**config.mk**
```make
export PLATFORM = sky130hd
export DESIGN_NAME = partial_sum_updater
export DESIGN_NICKNAME = d
export VERILOG_FILES = /design/src/rtl/polar_pkg.sv /design/src/rtl/lowest_zero_bit_find.sv /design/src/rtl/partial_sum_updater.sv
export SDC_FILE = /design/constraint.sdc
export NUM_CORES = 1
export LEC_CHECK = 0
export BUFFER_PORTS_ARGS = -buffer_cell sky130_fd_sc_hd__buf_4
export CAP_MARGIN = 15
export CORE_MARGIN = 2
export CORE_UTILIZATION = 35
export CTS_CLUSTER_DIAMETER = 30
export CTS_CLUSTER_SIZE = 40
export DETAILED_ROUTE_END_ITERATION = 16
export SLEW_MARGIN = 20
export SYNTH_ARGS = -nofsm -noshare
export SYNTH_HDL_FRONTEND = slang
export SYNTH_SLANG_ARGS = --single-unit
```
**constraint.sdc**
```tcl
create_clock -name clk -period 6.1 [get_ports clk]
set_input_delay 0.61 -clock clk [delete_from_list [all_inputs] [get_ports clk]]
set_output_delay 0.61 -clock clk [all_outputs]
set_load 0.01 [all_outputs]
```
**src/rtl/polar_pkg.sv**
```systemverilog
// Shared constants and state encoding for the SC polar decoder datapath.
// The partial-sum updater and the top-level decoder FSM both import this package.
package polar_pkg;

    localparam int CODE_LEN         = 1024;
    localparam int LOG2N            = 10;
    localparam int ID_COUNTER_WIDTH = 10;
    localparam int ADDR_WIDTH       = 10;
    localparam int LAYER_WIDTH      = $clog2(LOG2N + 1);

    typedef enum logic [2:0] {
        PS_IDLE,
        PS_SETUP,
        PS_RD_ISSUE,
        PS_RD_ACC,
        PS_WRITE,
        PS_DONE
    } ps_state_e;

    // Trailing ones of a bit index give the size (2^t) of the subtree it completes.
    function automatic logic [LAYER_WIDTH-1:0] trailing_ones(input logic [ID_COUNTER_WIDTH-1:0] idx);
        logic [LAYER_WIDTH-1:0] cnt;
        logic                   run;
        cnt = '0;
        run = 1'b1;
        for (int b = 0; b < ID_COUNTER_WIDTH; b++) begin
            if (run && idx[b]) begin
                cnt = cnt + LAYER_WIDTH'(1);
            end else begin
                run = 1'b0;
            end
        end
        return cnt;
    endfunction

endpackage

```
**src/rtl/lowest_zero_bit_find.sv**
```systemverilog
// Finds the lowest layer s in [start, limit) where k has a zero bit.
// Those are exactly the left-subtree regions that contribute to V[k].
module lowest_zero_bit_find
    import polar_pkg::*;
(
    input  logic [ADDR_WIDTH-1:0]  i_k,
    input  logic [LAYER_WIDTH-1:0] i_start,
    input  logic [LAYER_WIDTH-1:0] i_limit,
    output logic [LAYER_WIDTH-1:0] o_pos,
    output logic                   o_found
);

    // Scan from the top down so the lowest qualifying position wins.
    always_comb begin
        o_pos   = '0;
        o_found = 1'b0;
        for (int p = LOG2N - 1; p >= 0; p--) begin
            if ((LAYER_WIDTH'(p) >= i_start) && (LAYER_WIDTH'(p) < i_limit) && !i_k[p]) begin
                o_pos   = LAYER_WIDTH'(p);
                o_found = 1'b1;
            end
        end
    end

endmodule

```
**src/rtl/partial_sum_updater.sv**
```systemverilog
// Updates the heap-organised partial-sum BRAM after each decided bit u_i,
// writing region t = trailing_ones(i) from u_i and the lower left-subtree regions.
module partial_sum_updater
    import polar_pkg::*;
(
    input  logic                        clk,
    input  logic                        reset,
    input  logic                        bit_valid,
    input  logic                        bit_value,
    input  logic [ID_COUNTER_WIDTH-1:0] bit_index,
    output logic                        ps_busy,
    output logic                        ps_update_fin,
    output logic [ADDR_WIDTH-1:0]       ps_addr,
    output logic                        ps_en,
    output logic                        ps_we,
    output logic                        ps_wdata,
    input  logic                        ps_rdata
);

    ps_state_e              r_state;
    logic                   r_u;
    logic                   r_acc;
    logic [LAYER_WIDTH-1:0] r_t;
    logic [LAYER_WIDTH-1:0] r_s;
    logic [ADDR_WIDTH-1:0]  r_k;

    ps_state_e              w_stateNext;
    logic                   w_uNext;
    logic                   w_accNext;
    logic [LAYER_WIDTH-1:0] w_tNext;
    logic [LAYER_WIDTH-1:0] w_sNext;
    logic [ADDR_WIDTH-1:0]  w_kNext;

    logic [ADDR_WIDTH-1:0]  w_findK;
    logic [LAYER_WIDTH-1:0] w_findStart;
    logic [LAYER_WIDTH-1:0] w_findPos;
    logic                   w_found;

    logic [ADDR_WIDTH-1:0]  w_sBase;
    logic [ADDR_WIDTH-1:0]  w_tBase;
    logic [ADDR_WIDTH-1:0]  w_readAddr;
    logic [ADDR_WIDTH-1:0]  w_writeAddr;
    logic                   w_lastK;

    assign w_sBase     = ADDR_WIDTH'(1) << r_s;
    assign w_tBase     = ADDR_WIDTH'(1) << r_t;
    assign w_readAddr  = w_sBase + (r_k & (w_sBase - ADDR_WIDTH'(1)));
    assign w_writeAddr = w_tBase + r_k;
    assign w_lastK     = (r_k == (w_tBase - ADDR_WIDTH'(1)));

    // After a write the search runs on k+1; after an accumulate it resumes above s.
    always_comb begin
        w_findK     = r_k;
        w_findStart = '0;
        case (r_state)
            PS_RD_ACC: w_findStart = r_s + LAYER_WIDTH'(1);
            PS_WRITE:  w_findK     = r_k + ADDR_WIDTH'(1);
            default:   ;
        endcase
    end

    lowest_zero_bit_find u_find (
        .i_k     (w_findK),
        .i_start (w_findStart),
        .i_limit (r_t),
        .o_pos   (w_findPos),
        .o_found (w_found)
    );

    always_ff @(posedge clk or negedge reset) begin
        if (!reset) begin
            r_state <= PS_IDLE;
            r_u     <= 1'b0;
            r_acc   <= 1'b0;
            r_t     <= '0;
            r_s     <= '0;
            r_k     <= '0;
        end else begin
            r_state <= w_stateNext;
            r_u     <= w_uNext;
            r_acc   <= w_accNext;
            r_t     <= w_tNext;
            r_s     <= w_sNext;
            r_k     <= w_kNext;
        end
    end

    always_comb begin
        w_stateNext   = r_state;
        w_uNext       = r_u;
        w_accNext     = r_acc;
        w_tNext       = r_t;
        w_sNext       = r_s;
        w_kNext       = r_k;
        ps_busy       = (r_state != PS_IDLE);
        ps_update_fin = 1'b0;
        ps_addr       = '0;
        ps_en         = 1'b0;
        ps_we         = 1'b0;
        ps_wdata      = 1'b0;

        case (r_state)
            PS_IDLE: begin
                if (bit_valid) begin
                    w_uNext     = bit_value;
                    w_tNext     = trailing_ones(bit_index);
                    w_kNext     = '0;
                    w_accNext   = 1'b0;
                    w_stateNext = PS_SETUP;
                end
            end
            PS_SETUP: begin
                w_accNext = r_u;
                if (r_t == LAYER_WIDTH'(LOG2N)) begin
                    w_stateNext = PS_DONE;
                end else if (w_found) begin
                    w_sNext     = w_findPos;
                    w_stateNext = PS_RD_ISSUE;
                end else begin
                    w_stateNext = PS_WRITE;
                end
            end
            PS_RD_ISSUE: begin
                ps_en       = 1'b1;
                ps_addr     = w_readAddr;
                w_stateNext = PS_RD_ACC;
            end
            PS_RD_ACC: begin
                w_accNext = r_acc ^ ps_rdata;
                if (w_found) begin
                    w_sNext     = w_findPos;
                    w_stateNext = PS_RD_ISSUE;
                end else begin
                    w_stateNext = PS_WRITE;
                end
            end
            PS_WRITE: begin
                ps_en    = 1'b1;
                ps_we    = 1'b1;
                ps_addr  = w_writeAddr;
                ps_wdata = r_acc;
                if (w_lastK) begin
                    w_stateNext = PS_DONE;
                end else begin
                    w_kNext   = r_k + ADDR_WIDTH'(1);
                    w_accNext = r_u;
                    if (w_found) begin
                        w_sNext     = w_findPos;
                        w_stateNext = PS_RD_ISSUE;
                    end else begin
                        w_stateNext = PS_WRITE;
                    end
                end
            end
            PS_DONE: begin
                ps_update_fin = 1'b1;
                w_stateNext   = PS_IDLE;
            end
            default: w_stateNext = PS_IDLE;
        endcase
    end

endmodule

```
==> results.cfg <==
[critical_path]
cp-start-kind = primary input
worstSetupPathType = in -> reg
reg2reg_slack_ns = 1.94
worstPathMaxFanout = 4
reg2reg_depth = 11
reg2reg_to = r_s[0]$_DFFE_PN0P_
crit_arrival_ns = 4.92
critPathCaptureType = flip-flop
r2r-start = r_t[3]$_DFFE_PN0P_
cp.required_ns = 6.24

[power_and_ir_drop]
switchingPower_mw = 0.633
p_int_mw = 0.576
swShare = 0.524
power_leakage_nw = 1.58
total_power_mw = 1.21
seq_power_share = 0.237
combPwrFrac = 0.683
power_density_nw_per_um2 = 307
p_clk_frac = 0.080
vdd_drop_max_uv = 97.6

[routing]
drt-pass1-iter-count = 5
wire_per_inst_um = 16.0
routed_wl_um = 10200
drtIter0Drc = 345
drtAntennaViolNets = 0
num_vias = 3661
drc_errors = 0
vias_per_cell = 5.75

[sta]
setup_tns_ns = 0
rsz0062_at_grt = false
max_freq_mhz = 209
worstMarginPinSlew_ns = 0.712
maxSlewHeadroom = 0.521
post-route-period-util = 0.783
finalHoldViolations = 0
setup_violations = 0
period_minus_slack_ns = 4.77
fin_skew_ns = 0.00523
drv_slew = 0

[worst_hold_path]
hp-class = in -> async

[floorplan]
die_width_um = 106
start_util = 0.358
ios = 30
rows = 37
fp.dieH_um = 106
core-area_um2 = 10200
die-area_um2 = 11300

[synthesis]
synthArstFlopShare = 1.00
synth_top_area_share = 0.157
seq_area_frac_synth = 0.157
ys_seq_elements = 23
syn_nets = 543
netlist_area_um2 = 3660
yosys.area.top_type = dfrtp_1
yosys.cell_types.count = 73
synthFlopType = dfrtp_1
synth_edf_count = 0
ys_warn_count = 0
netlist_instances = 499
syn_avg_cell_area_um2 = 7.34
synth_area_leaders = dfrtp_1 16%, ha_1 9.6%, xnor2_1 6.0%

[clock_network]
clk_latency_ns = 0.27
post_cts_buffers = 0
cts.hold.buffers_added = 0
numCtsBuffers = 3
cts_tree = done
clockBufferDepth = 2
post_cts_resized = 0
path_clk_slew_ns = 0.08
htree_levels = 1
ctsRootBufferMaster = clkbuf_8
cts_sinks = 23

[global_routing]
grt_pass1_vias = 3404
grt_pass1_wl_um = 16900
grt_start_max_net_pins = 24
grtUsageTotal = 0.182
antenna_found_initial = 0
gr-total-overflow = 0

[run_status]
outcome = complete, no violations

[cells_and_area]
layout-area-overhead-vs-synth_pct = 7.41
nets = 546
drive_above_1_share = 0.108
n_antenna_cell = 0
n_fill_cell = 1051

[placed_design]
io_buffers = 29
place.gp.congestion = 0.917
hpwl_um = 7620

[flow_run]
max_cap_viol_count = 0
[cell usage after synthesis (5+ instances only)]
| cell type | n |
|---|---|
| and2_1 | 8 |
| buf_6 | 5 |
| nand3_1 | 10 |
| nor2b_1 | 7 |
| dfrtp_1 | 23 |
| xor2_1 | 14 |
| nand2b_1 | 9 |
| and3_1 | 6 |
| or3_1 | 6 |
| o21ai_0 | 42 |
| mux2i_1 | 6 |
| nor3_1 | 20 |
| mux2_2 | 5 |
| clkbuf_1 | 21 |
| nand2_1 | 54 |
| a21oi_1 | 28 |
| inv_1 | 21 |
| xnor2_1 | 25 |
| a31oi_1 | 9 |
| nor2_1 | 43 |
| o31ai_1 | 6 |
| o22ai_1 | 9 |
| a211oi_1 | 7 |
| ha_1 | 28 |
[critical path, cell delays in order]
cell and delay, ns:
buf_4 0.10, inv_1 0.06, a21boi_0 0.23, ha_1 0.29, o31a_1 0.31, ha_1 0.27
mux2i_1 0.06, a31oi_1 0.30, ha_1 0.30, nand2_1 0.06, nand2_1 0.06, ha_1 0.32
mux2i_1 0.14, o21ai_0 0.12, ha_1 0.30, mux2_2 0.27, ha_1 0.31, mux2_2 0.28
ha_1 0.29, mux2i_1 0.14, o21ai_0 0.09
[metal layers]
metal | vias to the layer above | part of all wire | GRT usage
met5 | - | 0 | 0
met3 | 13 | 0.045 | 0.0172
met4 | 0 | 0.015 | 0.0470
met1 | 1720 | 0.47 | 0.248
li1 | 1825 | - | -
met2 | 103 | 0.47 | 0.307
[metrics by stage]
stage / cell area (um2) / instances / utilization / hold WS (ns) / worst slack, ns
floorplan: 3660 / 499 / - / 0.314 / 1.53
global placement: 3890 / 633 / 0.380 / 0.513 / 1.26
detailed placement: 3890 / 633 / 0.380 / 0.517 / 1.06
CTS: 3930 / 637 / 0.384 / 0.236 / 1.32
global route: 3930 / 637 / 0.384 / 0.240 / 1.04
finish: 3930 / 637 / 0.384 / 0.225 / 1.33
[worst max-delay path by stage]
stage	end	start	cells past startpoint	slack, ns
finish	r_t[1]$_DFFE_PN0P_	bit_index[2]	21	1.33
global route	r_t[3]$_DFFE_PN0P_	bit_index[2]	24	1.04
CTS	r_t[1]$_DFFE_PN0P_	bit_index[2]	21	1.32
detailed placement	r_t[1]$_DFFE_PN0P_	bit_index[2]	21	1.06
global placement	r_t[1]$_DFFE_PN0P_	bit_index[2]	21	1.26
floorplan	r_t[1]$_DFFE_PN0P_	bit_index[2]	20	1.53
[flip-flops by register name (all words and copies together) (netlist names)]
signal	flops
r_acc	1
r_k	10
r_s	4
r_state	3
r_t	4
r_u	1
[final cells by class]
type                       instances  area (um2)  share of cell area
multi-input combinational        422        2840               0.722
sequential                        23         576               0.146
timing repair buffer              29         218              0.0553
tap                              136         170              0.0433
inverter                          23        86.3              0.0219
clock buffer                       4        45.0              0.0115
[cell usage in the layout (no fill, tap or decap), drive strengths merged, types with 9 or more instances in the layout]
cell type,Yosys,final
ha,28,28
xnor2,25,25
buf,10,29
inv,21,21
o22ai,9,9
nand2b,9,9
nand2,55,55
nand3,10,10
a31oi,9,9
nor3,20,20
xor2,14,14
a21oi,28,28
o21ai,42,42
dfrtp,23,23
nor2,45,45
[logic make-up after synthesis]
kind of cell             after synthesis  synth area share
AND/OR/NAND/NOR                      193             0.275
AO/OA/AOI/OAI                        146             0.261
buffers and inverters                 54            0.0676
XOR/XNOR                              39            0.0933
adder cells (fa/ha/maj)               29             0.101
flip-flops                            23             0.157
multiplexers                          14            0.0441
other                                  1           0.00102
[power groups by stage]
stage	Combinational [mW]	Sequential [mW]	Clock, mW
3_3_place_gp	0.802	0.289	0
3_5_place_dp	0.819	0.289	0
6_report	0.826	0.287	0.0964
4_1_cts	0.822	0.287	0.0996
2_1_floorplan	0.687	0.216	0
5_1_grt	0.918	0.299	0.108
Power figures use the tool's default switching activity.
